### config.mk
export PLATFORM = sky130hd
export DESIGN_NAME = muldiv_unit
export DESIGN_NICKNAME = d
export VERILOG_FILES = /design/src/rtl/muldiv_unit.sv
export SDC_FILE = /design/constraint.sdc
export NUM_CORES = 1
export LEC_CHECK = 0
export ABC_AREA = 1
export BUFFER_PORTS_ARGS = -buffer_cell sky130_fd_sc_hd__buf_2
export CAP_MARGIN = 20
export CORE_MARGIN = 8
export CORE_UTILIZATION = 64
export CTS_CLUSTER_SIZE = 24
export DETAILED_ROUTE_END_ITERATION = 8
export PLACE_DENSITY = 0.95
export RECOVER_POWER = 100
export SYNTH_ARGS = -nofsm -noshare
export SYNTH_HDL_FRONTEND = slang
export SYNTH_SLANG_ARGS = --single-unit
### constraint.sdc
create_clock -name clk -period 4.5 [get_ports clk]
set_input_delay 0.45 -clock clk [delete_from_list [all_inputs] [get_ports clk]]
set_output_delay 0.45 -clock clk [all_outputs]
set_load 0.01 [all_outputs]
### src/rtl/muldiv_unit.sv
// rtl/muldiv_unit.sv - iterative MIPS multiply/divide unit with HI/LO registers
// Optional signed MULT/DIV support is built when MULDIV_SIGNED_EN is defined.
module muldiv_unit #(
  parameter int WIDTH = 32
) (
  input  logic             clk,
  input  logic             rst_n,
  input  logic             start,
  input  logic [1:0]       op,
  input  logic             is_signed,
  input  logic [WIDTH-1:0] rs_val,
  input  logic [WIDTH-1:0] rt_val,
  output logic             busy,
  output logic             done,
  output logic [WIDTH-1:0] hi,
  output logic [WIDTH-1:0] lo
);

  typedef enum logic [1:0] {IDLE, CALC, FIX, DONE} state_t;

  localparam logic [1:0] OP_MUL  = 2'b00;
  localparam logic [1:0] OP_DIV  = 2'b01;
  localparam logic [1:0] OP_MTHI = 2'b10;
  localparam logic [1:0] OP_MTLO = 2'b11;

  state_t               state_q, state_d;
  logic [5:0]           cnt_q, cnt_d;
  logic [2*WIDTH-1:0]   acc_q, acc_d;
  logic [WIDTH-1:0]     opb_q, opb_d;
  logic                 is_div_q, is_div_d;
  logic [WIDTH-1:0]     hi_q, hi_d, lo_q, lo_d;
  logic                 busy_q, done_q;

  logic                 accept_muldiv;
  logic [WIDTH-1:0]     a_mag, b_mag;
  logic [WIDTH:0]       mul_sum;
  logic [WIDTH+1:0]     div_trial;
  logic [2*WIDTH-1:0]   prod_fix;
  logic [WIDTH-1:0]     quo_fix, rem_fix;

  assign accept_muldiv = start && (state_q == IDLE || state_q == DONE) && !op[1];

  // Multiply keeps the multiplier in the low half and shifts the running sum down;
  // divide keeps {remainder, dividend} and shifts quotient bits in from the bottom.
  assign mul_sum   = {1'b0, acc_q[2*WIDTH-1:WIDTH]} + {1'b0, opb_q & {WIDTH{acc_q[0]}}};
  assign div_trial = {1'b0, acc_q[2*WIDTH-2:WIDTH-1]} - {2'b00, opb_q};

`ifdef MULDIV_SIGNED_EN
  logic a_neg, b_neg, neg_q, rem_neg_q;

  assign a_neg = is_signed & rs_val[WIDTH-1];
  assign b_neg = is_signed & rt_val[WIDTH-1];
  assign a_mag = a_neg ? -rs_val : rs_val;
  assign b_mag = b_neg ? -rt_val : rt_val;

  always_ff @(posedge clk or negedge rst_n) begin
    if (!rst_n) begin
      neg_q     <= 1'b0;
      rem_neg_q <= 1'b0;
    end else if (accept_muldiv) begin
      neg_q     <= a_neg ^ b_neg;
      rem_neg_q <= a_neg;
    end
  end

  assign prod_fix = neg_q ? -acc_q : acc_q;
  assign quo_fix  = neg_q ? -acc_q[WIDTH-1:0] : acc_q[WIDTH-1:0];
  assign rem_fix  = rem_neg_q ? -acc_q[2*WIDTH-1:WIDTH] : acc_q[2*WIDTH-1:WIDTH];
`else
  logic unused_is_signed;

  assign unused_is_signed = is_signed;
  assign a_mag    = rs_val;
  assign b_mag    = rt_val;
  assign prod_fix = acc_q;
  assign quo_fix  = acc_q[WIDTH-1:0];
  assign rem_fix  = acc_q[2*WIDTH-1:WIDTH];
`endif

  always_comb begin
    state_d  = state_q;
    cnt_d    = cnt_q;
    acc_d    = acc_q;
    opb_d    = opb_q;
    is_div_d = is_div_q;
    hi_d     = hi_q;
    lo_d     = lo_q;
    case (state_q)
      IDLE, DONE: begin
        state_d = IDLE;
        if (start) begin
          case (op)
            OP_MTHI: hi_d = rs_val;
            OP_MTLO: lo_d = rs_val;
            OP_MUL: begin
              acc_d    = {{WIDTH{1'b0}}, b_mag};
              opb_d    = a_mag;
              is_div_d = 1'b0;
              cnt_d    = 6'd0;
              state_d  = CALC;
            end
            default: begin
              acc_d    = {{WIDTH{1'b0}}, a_mag};
              opb_d    = b_mag;
              is_div_d = 1'b1;
              cnt_d    = 6'd0;
              state_d  = CALC;
            end
          endcase
        end
      end
      CALC: begin
        if (cnt_q == 6'(WIDTH)) begin
          state_d = FIX;
        end else begin
          cnt_d = cnt_q + 6'd1;
          if (!is_div_q) begin
            acc_d = {mul_sum, acc_q[WIDTH-1:1]};
          end else if (!div_trial[WIDTH+1]) begin
            acc_d = {div_trial[WIDTH-1:0], acc_q[WIDTH-2:0], 1'b1};
          end else begin
            acc_d = {acc_q[2*WIDTH-2:0], 1'b0};
          end
        end
      end
      FIX: begin
        state_d = DONE;
        if (is_div_q) begin
          lo_d = quo_fix;
          hi_d = rem_fix;
        end else begin
          hi_d = prod_fix[2*WIDTH-1:WIDTH];
          lo_d = prod_fix[WIDTH-1:0];
        end
      end
      default: state_d = IDLE;
    endcase
  end

  always_ff @(posedge clk or negedge rst_n) begin
    if (!rst_n) begin
      state_q  <= IDLE;
      cnt_q    <= 6'd0;
      acc_q    <= '0;
      opb_q    <= '0;
      is_div_q <= 1'b0;
      hi_q     <= '0;
      lo_q     <= '0;
      busy_q   <= 1'b0;
      done_q   <= 1'b0;
    end else begin
      state_q  <= state_d;
      cnt_q    <= cnt_d;
      acc_q    <= acc_d;
      opb_q    <= opb_d;
      is_div_q <= is_div_d;
      hi_q     <= hi_d;
      lo_q     <= lo_d;
      busy_q   <= (state_d == CALC) || (state_d == FIX);
      done_q   <= (state_d == DONE);
    end
  end

  assign busy = busy_q;
  assign done = done_q;
  assign hi   = hi_q;
  assign lo   = lo_q;

endmodule

### After elaboration in Yosys (flattened, before gate mapping)

Cells that the tools add are included.

| storage, ports and cells | value |
|---|---|
| output and inout port bits | 66 |
| input port bits | 70 |
| flip-flop bits (word level) | 171 |
| latch bits | 0 |
| bits in writable memories | 0 |
| logic and storage cells | 61 |
| memories | 0 |
| bits in read-only memories | 0 |

| cells by class | value |
|---|---|
| divide/modulo/power cells | 0 |
| order comparisons | 0 |
| add/sub/neg operators | 3 |
| reduce and logical (&&, ||, !) cells | 11 |
| multiplexer cells | 22 |
| equal/unequal tests | 14 |
| bitwise gates (word level) | 2 |
| shift operators | 0 |
| multiply operators | 0 |

Operator list:

| cell | count |
|---|---|
| 2-to-1 mux 64 bit | 4 |
| case mux 64 bit (2 select lines) | 2 |
| case mux 32 bit (2 select lines) | 3 |
| 2-to-1 mux 32 bit | 4 |
| adder 32 x 32 -> 33 bit | 1 |
| subtractor 32 x 32 -> 33 bit | 1 |
| bitwise AND 32 bit | 1 |
| 2-to-1 mux 6 bit | 3 |
| == test 2 bit, second input constant | 6 |
| case mux 6 bit (2 select lines) | 1 |
| AND reduction 3 bit | 3 |
| adder 6 x 1 -> 6 bit, second input constant | 1 |
| == test 6 bit, second input constant | 1 |
| inequality test 2 bit, second input constant | 3 |
| case mux 2 bit (3 select lines) | 1 |
| == test 2 x 1 -> 1 bit, second input constant | 2 |
| zero test 2 bit | 2 |
| inequality test 2 x 1 -> 1 bit, second input constant | 2 |
| AND reduction 4 bit | 1 |
| nonzero test 2 bit | 2 |
| OR reduction 2 bit | 2 |
| 2-to-1 mux 1 bit | 2 |
| 2-to-1 mux 2 bit | 1 |
| case mux 1 bit (2 select lines) | 1 |
| 2 further kinds | 2 |

### Depth between registers and ports, before layout

| depth | value |
|---|---|
| depth after elaboration | 7 |
| mapped depth | 20 |
| depth with buffers taken out | 19 |

### Worst setup path after synthesis

No wires, ideal clock.

| timing path | value |
|---|---|
| kind | register to register |
| from | register acc_q[0] |
| to | register acc_q[61] |
| buffers on the path | 1 |
| stages on the path, launching flop included | 19 |
| library setup time | 117 ps |
| data arrival time | 2,167 ps |
| slack | 2,216 ps |
| clock period less this slack | 2,284 ps |
| data required time | 4,383 ps |
| cell sequence | dfrtp_1 -> clkbuf_1 -> nand2_1 -> inv_1 -> ha_1 -> inv_1 -> fa_1 -> inv_1 -> nand3_1 -> nand3_1 -> nand2_1 -> nand2_1 -> nand2_1 -> nand2_1 -> nand2_1 -> nand3_1 -> nand3_1 -> nand3_1 -> nand2_1 |

| between the ends | value |
|---|---|
| word-level cells in the longest chain between the ends | 5 |

RTL lines:

| item | RTL line | source |
|---|---|---|
| from (decl) | 28 | `logic [2*WIDTH-1:0] acc_q, acc_d;` |
| from (signal assigned) | 144 | `acc_q <= '0;` |
| from (signal assigned) | 154 | `acc_q <= acc_d;` |
| bitwise AND 32 bit | 45 | `assign mul_sum = {1'b0, acc_q[2*WIDTH-1:WIDTH]} + {1'b0, opb_q & {WIDTH{acc_q[0]}}};` |
| adder 32 x 32 -> 33 bit | 45 |  |
| 2-to-1 mux 64 bit | 117 | `if (!is_div_q) begin` |
| 2-to-1 mux 64 bit | 113 | `if (cnt_q == 6'(WIDTH)) begin` |
| case mux 64 bit (2 select lines) | 88 | `case (state_q)` |

Every way passes these cells. The select of a mux whose other input is x is not followed.
A chain may end at the register's enable or synchronous reset.

### Worst setup path after layout

| timing path | value |
|---|---|
| from | register state_q[0] |
| to | register acc_q[37] |

| between the ends | value |
|---|---|
| word-level cells in the longest chain between the ends | 4 |
| elaborated cells on any way between the ends | 10 |
| those cells by class | eq/ne: 5; mux: 1; reduce/logical: 4 |

RTL lines:

| item | RTL line | source |
|---|---|---|
| from (decl) | 26 | `state_t state_q, state_d;` |
| from (signal assigned) | 152 | `state_q <= state_d;` |
| == test 2 bit or zero test 2 bit (tied branches) | 88 |  |
| OR reduction 2 bit | 88 |  |
| inequality test 2 bit (no line) or nonzero test 2 bit (tied branches) | n/a |  |
| AND reduction 4 bit (no line) | n/a |  |

Parallel ways exist; a longest one is shown, timed or not.

==> flow_metrics.tcl <==
set metrics [dict create \
    vias_per_cell 5.97 \
    die_h_microns 164 \
    timing.rr.start "state_q[0]" \
    dr_wl_met2_microns 21100 \
    hpwl_microns 35000 \
    overflow 0 \
    num_antenna_cells 0 \
    status "finished, violations left" \
    ff2ff_path_depth 12 \
    routed_wl_microns 47200 \
    tns_ns 0 \
    layout_commonest_cell "nand2_1" \
    core_sq_mm 0.0216 \
    rsz0062_at_grt "false" \
    final_nets 2485 \
    reg2reg_slack_ns 0.84 \
    finClkSkew_ns 0.0122 \
    initial_core_util_pct 64.5 \
    drv_slew 172 \
    tightest_slew_ns 2.25 \
    criticalPathCategory "flip-flop to flip-flop" \
    cts_tree "built" \
    worstPathArrival_ns 4.04 \
    failed_checks "DRC, capacitance limit, slew limit" \
    synth_seq_area_share_pct 30.7 \
    mostFrequentLayoutCells "748 x nand2_1, 357 x inv_1, 225 x nor2_1" \
    yosys_warnings 0 \
    ys_async_sr_fraction_pct 100 \
    drt_pass1_iterations 9 \
    cts_hold_buf 0 \
    grt_pass1_vias 14900 \
    synth_top_cell_by_area "dfrtp_1" \
    rows 54 \
    path_clk_slew_ns 0.08 \
    num_vias 15800 \
    ys_ff_latch 171 \
    drt-met1-wl_microns 18300 \
    power.total_w 0.00672 \
    postRouteAntennaNets 0 \
    io_pins 136 \
    synth_edf_count 0 \
    insertion_delay_ns 0.44 \
    layout_min_cycle_time_ns 3.66 \
    syn-num-nets 2399 \
    cts_buffers 17 \
    endpoint "acc_q[37]" \
    drive_above_1_share_pct 6.58 \
    period_share_pct 81.3 \
    ys.flop_type "dfrtp_1" \
    setup_viol 0 \
    grt_max_degree 89 \
    synth_area_per_cell_sq_um 6.18 \
    startpoint_type "flip-flop" \
    drc_errors 5 \
    fill_cells 1852 \
    peakVddDrop_mv 0.305 \
    syn_to_final_growth_pct 9.50 \
    max-cap-violations 3 \
    routed.top_layer "met4" \
    multi_input_area_sq_mm 0.00795 \
    syn_inst 2258 \
    antenna_found_initial 0 \
    synth_cell_type_count 45 \
    post_cts_resized 0 \
    synthTopCellsByArea "dfrtp_1 31%, nand2_1 20%, inv_1 9.6%, ha_1 6.2%, nor2_1 6.1%" \
    hold_viol 0 \
    cts_setup_buffers 0 \
    wl_per_cell_microns 17.9 \
    regArea_sq_mm 0.00428 \
    critical_path_peak_fanout 31 \
    max_freq_ghz 0.273 \
    cts-htree-levels 4 \
    p_leak_nw 8.26 \
    slew_headroom_pct -50.1 \
    cp.required_ns 4.88 \
    reg2reg_to "acc_q[37]" \
    power.density_mw_per_mm2 440 \
    drtIter0Drc 1927 \
    wl_met3_microns 5850 \
    clkSinkCount 171 \
    crit_path_start "state_q[0]" \
    crit_path_end_kind "flip-flop" \
    yosysTopAreaCellShare_pct 30.7 \
    synth_area_sq_mm 0.0140 \
    hp-class "input port to flip-flop" \
    port_buffers 134 \
    gp_congestion 0.994 \
    cts_buffer_depth 2 \
    grt_use_total_pct 35.4 \
    cts.root.buffer_cell "clkbuf_16" \
    dieArea_sq_mm 0.0268 \
    die_w_microns 164 \
    grt_pass1_wl_microns 75500 \
]
cells in the mapped netlist, types with 12 or more instances:
cell type and n:
a21oi_1 86, a31oi_1 68, clkbuf_1 64, dfrtp_1 171
ha_1 69, inv_1 357, nand2_1 747, nand2_2 15
nand3_1 126, nand4_1 24, nor2_1 226, nor3_1 12
o21ai_0 148, o21ai_1 17, o221ai_1 15, o22ai_1 20
worst max-delay path, cell delays in order, from the launching register on:
cell     delay [ns]
dfrtp_1        0.38
inv_1          0.05
ha_1           0.31
nand2_1        0.19
nor2_4         0.15
inv_1          0.37
a21oi_1        0.61
nand2_2        0.29
inv_2          0.58
o21ai_0        0.30
a31oi_1        0.22
nand2_1        0.07
nand2_1        0.06
power breakdown:
group / internal (W) / switching [W] / total (W) / leakage [nW]
Sequential: 0.00186 / 0.000346 / 0.00221 / 2.06
Clock: 0.000888 / 0.000692 / 0.00158 / 0.296
Combinational: 0.000948 / 0.00199 / 0.00294 / 5.90
metrics by stage:
stage	instances	util, %	setup WS, ns	area [sq um]	hold WS [ns]
2_1_floorplan	2258	-	2.22	14000	0.154
3_3_place_gp	2605	68.4	1.67	14800	0.511
3_5_place_dp	2605	68.4	1.62	14800	0.518
4_1_cts	2637	71.2	1.55	15400	0.105
5_1_grt	2637	70.7	0.694	15300	0.314
6_report	2637	70.7	0.840	15300	0.313
worst min path at each step:
stage / endpoint / start / cells past startpoint
global placement: acc_q[21] / acc_q[21] / 2
CTS: acc_q[25] / rst_n / 1
detailed placement: acc_q[21] / acc_q[21] / 2
global route: opb_q[0] / rs_val[0] / 3
finish: lo[13] / rs_val[13] / 3
floorplan: acc_q[0] / rst_n / 0
area by class of cell:
class,count,area share (%)
well taps,280,2.29
flip-flops and latches,171,28.0
repair buffers,150,4.55
clock buffers,18,2.81
clock inverters,14,1.19
inverters,370,9.11
multi-input cells,1634,52.0
per-layer routing:
| layer | GRT usage [%] | up-vias |
|---|---|---|
| met4 | 13.7 | 0 |
| met3 | 7.86 | 211 |
| met5 | 0 | - |
| li1 | - | 7339 |
| met1 | 46.7 | 7092 |
| met2 | 55.7 | 1113 |
cells by family after synthesis:
logic type      after synthesis  synth area share [%]
xor+xnor                     11                 0.691
fa+ha+maj                    71                  6.47
simple gates               1180                  34.7
compound gates              372                  15.0
buf+inv                     453                  12.5
flops                       171                  30.7
flip-flops by register name, indices dropped and copies added (netlist names):
signal / cells
state_q: 2
lo: 32
done: 1
cnt_q: 6
opb_q: 32
hi: 32
is_div_q: 1
acc_q: 64
busy: 1
No activity file was read; power rests on OpenSTA's default activity.
